===== src/rtl/store_unit.sv =====
// MEM-stage store path: checks SB/SH/SW alignment, lane-aligns data with byte enables,
// and buffers stores in a small FIFO drained to data memory over a req/ack handshake.
module store_unit #(
  parameter int BITS_SIZE = 32,
  parameter int ADDR_SIZE = 32,
  parameter int DEPTH     = 4
) (
  input  logic                 i_clk,
  input  logic                 i_rst_n,
  input  logic                 i_valid,
  input  logic [1:0]           i_store_size,
  input  logic [ADDR_SIZE-1:0] i_addr,
  input  logic [BITS_SIZE-1:0] i_data,
  output logic                 o_stall,
  output logic                 o_misaligned,
  input  logic                 i_load_valid,
  input  logic [ADDR_SIZE-1:0] i_load_addr,
  output logic                 o_load_hazard,
  output logic                 o_mem_req,
  output logic [ADDR_SIZE-1:0] o_mem_addr,
  output logic [BITS_SIZE-1:0] o_mem_wdata,
  output logic [3:0]           o_mem_be,
  input  logic                 i_mem_ack,
  output logic                 o_empty
);

  localparam int PTR_W = $clog2(DEPTH);
  localparam int CNT_W = PTR_W + 1;
  localparam int WA_W  = ADDR_SIZE - 2;

  typedef enum logic [1:0] {
    SZ_BYTE = 2'b00,
    SZ_HALF = 2'b01,
    SZ_WORD = 2'b10,
    SZ_RSVD = 2'b11
  } size_e;

  typedef struct packed {
    logic [WA_W-1:0]      waddr;
    logic [BITS_SIZE-1:0] wdata;
    logic [3:0]           be;
  } entry_t;

  entry_t             buf_q [DEPTH];
  logic [DEPTH-1:0]   valid_q;
  logic [PTR_W-1:0]   wr_ptr;
  logic [PTR_W-1:0]   rd_ptr;
  logic [CNT_W-1:0]   count;
  logic               misaligned_q;

  logic               aligned;
  logic [BITS_SIZE-1:0] lane_data;
  logic [3:0]         lane_be;
  logic               full;
  logic               accept;
  logic               pop;
  logic               hazard;

  // NOTE: every always_comb output gets a default up front so no path can infer a latch.
  always_comb begin
    aligned   = 1'b0;
    lane_data = '0;
    lane_be   = '0;
    case (size_e'(i_store_size))
      SZ_BYTE: begin
        aligned   = 1'b1;
        lane_data = {4{i_data[7:0]}};
        lane_be   = 4'b0001 << i_addr[1:0];
      end
      SZ_HALF: begin
        aligned   = ~i_addr[0];
        lane_data = {2{i_data[15:0]}};
        lane_be   = i_addr[1] ? 4'b1100 : 4'b0011;
      end
      SZ_WORD: begin
        aligned   = (i_addr[1:0] == 2'b00);
        lane_data = i_data;
        lane_be   = 4'b1111;
      end
      default: ;
    endcase
  end

  // A full buffer refuses even when the head pops this cycle; the pipeline just retries.
  assign full    = (count == CNT_W'(DEPTH));
  assign accept  = i_valid & aligned & ~full;
  assign pop     = o_mem_req & i_mem_ack;
  assign o_stall = i_valid & aligned & full;

  // NOTE: state registers use non-blocking assignments so every flop samples pre-edge values.
  always_ff @(posedge i_clk or negedge i_rst_n) begin
    if (!i_rst_n) begin
      wr_ptr       <= '0;
      rd_ptr       <= '0;
      count        <= '0;
      valid_q      <= '0;
      misaligned_q <= 1'b0;
    end else begin
      misaligned_q <= i_valid & ~aligned;
      if (accept) begin
        wr_ptr          <= wr_ptr + PTR_W'(1);
        valid_q[wr_ptr] <= 1'b1;
      end
      if (pop) begin
        rd_ptr          <= rd_ptr + PTR_W'(1);
        valid_q[rd_ptr] <= 1'b0;
      end
      case ({accept, pop})
        2'b10:   count <= count + CNT_W'(1);
        2'b01:   count <= count - CNT_W'(1);
        default: ;
      endcase
    end
  end

  // NOTE: the payload array has no reset; valid_q and count alone decide what is live.
  always_ff @(posedge i_clk) begin
    if (accept) begin
      buf_q[wr_ptr] <= '{waddr: i_addr[ADDR_SIZE-1:2], wdata: lane_data, be: lane_be};
    end
  end

  // The entry being popped this cycle is still valid, so it still blocks a matching load.
  always_comb begin
    hazard = 1'b0;
    for (int i = 0; i < DEPTH; i++) begin
      if (valid_q[i] && (buf_q[i].waddr == i_load_addr[ADDR_SIZE-1:2])) begin
        hazard = 1'b1;
      end
    end
  end

  logic unused_load_lsbs;
  assign unused_load_lsbs = ^i_load_addr[1:0];

  assign o_load_hazard = i_load_valid & hazard;
  assign o_misaligned  = misaligned_q;
  assign o_mem_req     = (count != '0);
  assign o_empty       = (count == '0);
  assign o_mem_addr    = {buf_q[rd_ptr].waddr, 2'b00};
  assign o_mem_wdata   = buf_q[rd_ptr].wdata;
  assign o_mem_be      = buf_q[rd_ptr].be;

endmodule


===== config.mk =====
export PLATFORM = sky130hd
export DESIGN_NAME = store_unit
export DESIGN_NICKNAME = d
export VERILOG_FILES = /design/src/rtl/store_unit.sv
export SDC_FILE = /design/constraint.sdc
export NUM_CORES = 1
export LEC_CHECK = 0
export CAP_MARGIN = 20
export CORE_UTILIZATION = 55
export CTS_CLUSTER_DIAMETER = 40
export DETAILED_ROUTE_END_ITERATION = 7
export DONT_BUFFER_PORTS = 1
export PLACE_DENSITY = 0.71
export RECOVER_POWER = 100
export SLEW_MARGIN = 10
export SYNTH_ARGS = -nofsm -noshare
export SYNTH_HDL_FRONTEND = slang
export SYNTH_SLANG_ARGS = --single-unit

===== constraint.sdc =====
create_clock -name i_clk -period 2.2 [get_ports i_clk]
set_clock_uncertainty 0.15 [all_clocks]
set_input_delay 0.22 -clock i_clk [delete_from_list [all_inputs] [get_ports i_clk]]
set_output_delay 0.22 -clock i_clk [all_outputs]
set_load 0.005 [all_outputs]

; ---- Yosys cells after proc, flatten, opt, wreduce, memory -nomap -nowiden
; Memory sizes are Yosys's and may differ from the RTL's.
; Index checks and enable logic that the tools add are counted.
[op_classes]
add_sub_neg = 4
order_cmp = 4
eq_ne = 9
shifts = 1
n_mux = 17
bitwise_logic = 12
reduce_logical = 11
[op_table]
columns = operator, count
row1 = 30-bit == test, 4
row2 = 32-bit one-hot mux with 3 select lines, 1
row3 = 4-bit two-way mux, 3
row4 = 4-bit one-hot mux with 3 select lines, 1
row5 = 1-bit two-way mux, 8
row6 = 1-bit AND, 6
row7 = 1-bit logical AND, 6
row8 = 2-bit by 3-bit less-than comparator with 1-bit output (second input constant), 2
row9 = 3-bit one-hot mux with 2 select lines, 1
row10 = 2-bit by 1-bit adder with 2-bit output (second input constant), 2
row11 = 4-bit AND, 1
row12 = 1-bit demux with 2-bit select, 2
row13 = 2-bit by 1-bit == test with 1-bit output (second input constant), 2
row14 = 2-bit == test (second input constant), 2
row15 = 2-bit by 1-bit >= comparator with 1-bit output (second input constant), 2
row16 = 2-bit logical NOT, 2
row17 = 4-bit inverter, 1
row18 = 4-bit OR, 1
row19 = 1-bit by 2-bit left shift with 4-bit output (first input constant), 1
row20 = 3-bit by 1-bit adder with 3-bit output (second input constant), 1
row21 = 3-bit == test (second input constant), 1
row22 = 3-bit logical NOT, 1
row23 = 1-bit inverter, 3
row24 = 1-bit one-hot mux with 3 select lines, 1
row25 = other kinds (3), 3
[word_totals]
reg_bits = 12
mem_bits_rw = 264
inputBits = 103
out_inout_bits = 73
wordCells = 64
memories = 1
[memory_table]
columns = memory, depth, width, rd, rd_ports_with_merged_regs, wr, line
row1 = buf_q, 4, 66, 5, 0, 1, 44  ; entry_t buf_q [DEPTH];

; ---- Depth between registers and ports, before layout
[logic_depth]
word_depth = 8
depth_mapped = 11
ltp_nobuf = 10

; ---- Worst setup path after synthesis
; OpenSTA, ideal clock, no wires.
[synth_path]
kind = register -> register
startpoint = register count[2]
endpoint = register count[2]
setup_ns = 0.126
t_arrival_ns = 1.884
required_time_ns = 1.924
slack_ns = 0.040
path_stages_with_launch = 10
path_buffers = 1
period_less_slack_ns = 2.160
cell_sequence = dfrtp_1 > or3_1 > and2_1 > buf_6 > ha_1 > inv_1 > fa_1 > xor2_1 > nor2_1 > xor2_1
[synth_via]
word_cells_on_any_way = 11
classes_between = 2 x add/sub / 3 x eq/ne / 1 x mux / 3 x bitwise / 2 x reduce/logical
[synth_lines]
columns = item, line
row1 = "start, declared", 48  ; logic [CNT_W-1:0] count;
row2 = "start signal, assigned", 109  ; 2'b10: count <= count + CNT_W'(1);
row3 = "start signal, assigned", 110  ; 2'b01: count <= count - CNT_W'(1);
row4 = 3-bit nonzero test *, 138  ; assign o_mem_req = (count != '0);
row5 = via o_mem_req, 19  ; output logic o_mem_req,
row6 = 1-bit AND *, 87  ; assign pop = o_mem_req & i_mem_ack;
row7 = 2-bit by 1-bit == test with 1-bit output / 2-bit == test (equally long branches), 108  ; case ({accept, pop})
row8 = 3-bit one-hot mux with 2 select lines / 2-bit nonzero test (equally long branches), --
; The timed path passes the listed nets; every way through them passes the cells marked *.
; A chain may end at the register's enable or synchronous reset.

==> impl_metrics.tcl <==
set metrics [dict create \
    critPathCaptureType "output port" \
    ys_warn_count 0 \
    r2r_slack_ns -0.01 \
    path_delay_family "simple AND/OR/NAND/NOR gates" \
    io_buffers 0 \
    routed_wl_mm 29.7 \
    drc 0 \
    reg2reg_depth 5 \
    cts.htree.levels 2 \
    crit_chain "xnor2_2 > nand4_1 > nor4_2 > nand4_1 > a41oi_2" \
    nets 895 \
    vias 6589 \
    worst_pin_slew_ns 1.52 \
    post-route-min-period_ns 2.52 \
    rows 53 \
    leakagePower_nw 5.14 \
    cp-start-kind "flip-flop" \
    synth_top_area_cell "edfxtp_1" \
    synth_area_um2 12100 \
    syn_inst 668 \
    tns_ns -0.670 \
    grtUsageMet3 0.0809 \
    clock-sinks 276 \
    start_util 0.569 \
    worstSkewPairLatency_ns 0.50 \
    crit_buf_inv 0 \
    total_power_w 0.0175 \
    rsz0062_at_grt "yes" \
    first_iter_violations 455 \
    gp_congestion 0.908 \
    clk_pin_slew_worst_paths_ns 0.06 \
    die_area_um2 22600 \
    crit_top_cell "nand4_1" \
    via_per_inst 6.07 \
    synth-seq-area-share 0.679 \
    synth-edff-count 264 \
    p_per_area_nw_per_um2 1170 \
    use_met2 0.474 \
    syn2layout_area_growth_pct 23.7 \
    ant_nets 0 \
    syn_avg_cell_area_um2 18.1 \
    grt_first_pass_wirelength_mm 43.4 \
    antenna_found_initial 1 \
    r2r_start "count[0]" \
    grt_pass1_vias 7158 \
    synth_top_area_share 0.655 \
    cts_buffer_depth 3 \
    first_pass_iters 5 \
    cp_data_arrival_time_ns 2.15 \
    core_area_um2 21300 \
    wire_per_inst_um 27.3 \
    finalSetupViolCount 16 \
    pin_count 176 \
    postSynth.asyncResetShare 0.0435 \
    peakVddDrop_v 0.000808 \
    crit_required_ns 1.83 \
    outcome "finished, violations left" \
    met1_usage 0.312 \
    failed_checks "max-capacitance violations, max-slew violations, negative setup slack" \
    synth_top_flop_cell "edfxtp_1" \
    finalCritPeriodShare 1.15 \
    drive_above_1_share 0.240 \
    die_h_um 150 \
    r2r-end "buf_q[1][57]" \
    synth_most_common_cell "edfxtp_1" \
    hold_violations 0 \
    root_buffer "clkbuf_16" \
    cp_slowest_cell "edfxtp_1" \
    fin_area_um2 15000 \
    top_usage_layer "met2" \
    relSlewSlack -0.0153 \
    cts_made_buffers 37 \
    placement.cell_area_um2 12600 \
    synth.cells.most_frequent "edfxtp_1 (264), xnor2_1 (79), mux4_2 (66)" \
    grt-ovfl-total 0 \
    final_util 0.704 \
    cts_tree "done" \
    ys_ff_latch 276 \
    final_max_slew_viol_count 31 \
    cp_max_fo 2 \
    synth_area_leaders "edfxtp_1 (65%), mux4_2 (12%), xnor2_1 (5.7%)" \
    fin_ws_ns -0.321 \
    cap_viol_max_count 1 \
    hp-class "primary input to async pin" \
    die_x_um 150 \
    critical_path.max_stage_delay_ns 0.44 \
    ys_types 36 \
    dp_hpwl_mm 18.3 \
    crit_type "flip-flop to output port" \
    grt_usage 0.270 \
    fin_hold_ws_ns 0.0125 \
    grt_max_degree 40 \
    fmax_mhz 397 \
]
[through the flow]
step                      setup WS [ns]  cells
after CTS                        -0.222   1081
after global routing             -0.373   1086
after detailed placement          0.108    928
after floorplan                  0.0395    669
final                            -0.321   1086
after global placement            0.198    928
[worst max path at each step]
stage	cells past startpoint	slack (ns)	start	end
2_1_floorplan	9	0.04	count[2]	count[2]
3_3_place_gp	8	0.20	count[0]	count[2]
3_5_place_dp	8	0.11	count[0]	count[2]
4_1_cts	5	-0.22	buf_q[1][48]	o_load_hazard
5_1_grt	5	-0.37	buf_q[3][47]	o_load_hazard
6_report	5	-0.32	buf_q[3][47]	o_load_hazard
[sequential cells by signal (all words and copies together), names as in the netlist]
register / count
wr_ptr: 2
valid_q: 4
rd_ptr: 2
o_misaligned: 1
buf_q: 264
count: 3
[worst register-to-register path, delay by kind of cell (launching register included)]
| family | cells | cell delay, ns |
|---|---|---|
| flops | 1 | 0.40 |
| buf+inv | 3 | 0.62 |
| compound gates | 1 | 0.27 |
| simple gates | 1 | 0.47 |
[cell usage in the layout (no fill, tap or decap), drive strengths merged, types with 16 or more instances in the layout]
cell         count
buf             37
clkbuf          52
a21o            16
nor4            16
inv             25
dlygate4sd3     70
edfxtp         264
xor2            46
xnor2           79
nand4           24
mux4            66
[where the power goes]
part / leakage (nW) / internal, W / switching, W
registers: 2.55 / 0.00642 / 0.000289
clock network: 0.621 / 0.00393 / 0.00225
logic: 1.97 / 0.00238 / 0.00227
[routing by layer]
layer  share of wire  routed length, µm
met3           0.095               2820
met1            0.35              10200
met2            0.53              15600
met5               0                  0
met4           0.034                997
[layout make-up]
| type | count | area, µm² |
|---|---|---|
| clock inverters | 23 | 320 |
| fillers | 1294 | 6310 |
| inverters | 19 | 71.3 |
| repair buffers | 116 | 1340 |
| well taps | 275 | 344 |
| flip-flops and latches | 276 | 8230 |
| multi-input cells | 332 | 3700 |
| diodes | 1 | 2.50 |
| clock buffers | 44 | 973 |
[logic make-up after synthesis]
logic type / count (synthesis) / share of synthesized area
flops: 276 / 0.679
xor+xnor: 125 / 0.0904
mux: 77 / 0.132
simple gates: 70 / 0.0342
buf+inv: 61 / 0.0244
compound gates: 48 / 0.0284
fa+ha+maj: 10 / 0.0110
other cells: 1 / 0.000310
[repair_timing]
item                                    4_1_cts  5_1_grt
setup buffers                                11        4
hold buffers                                 72        0
endpoints found under the setup margin       56       68
endpoints found under the hold margin       283        0
gates cloned                                  3        3
resized for setup                            32       14
pin swaps                                     7        1
Power figures use the tool's default switching activity.
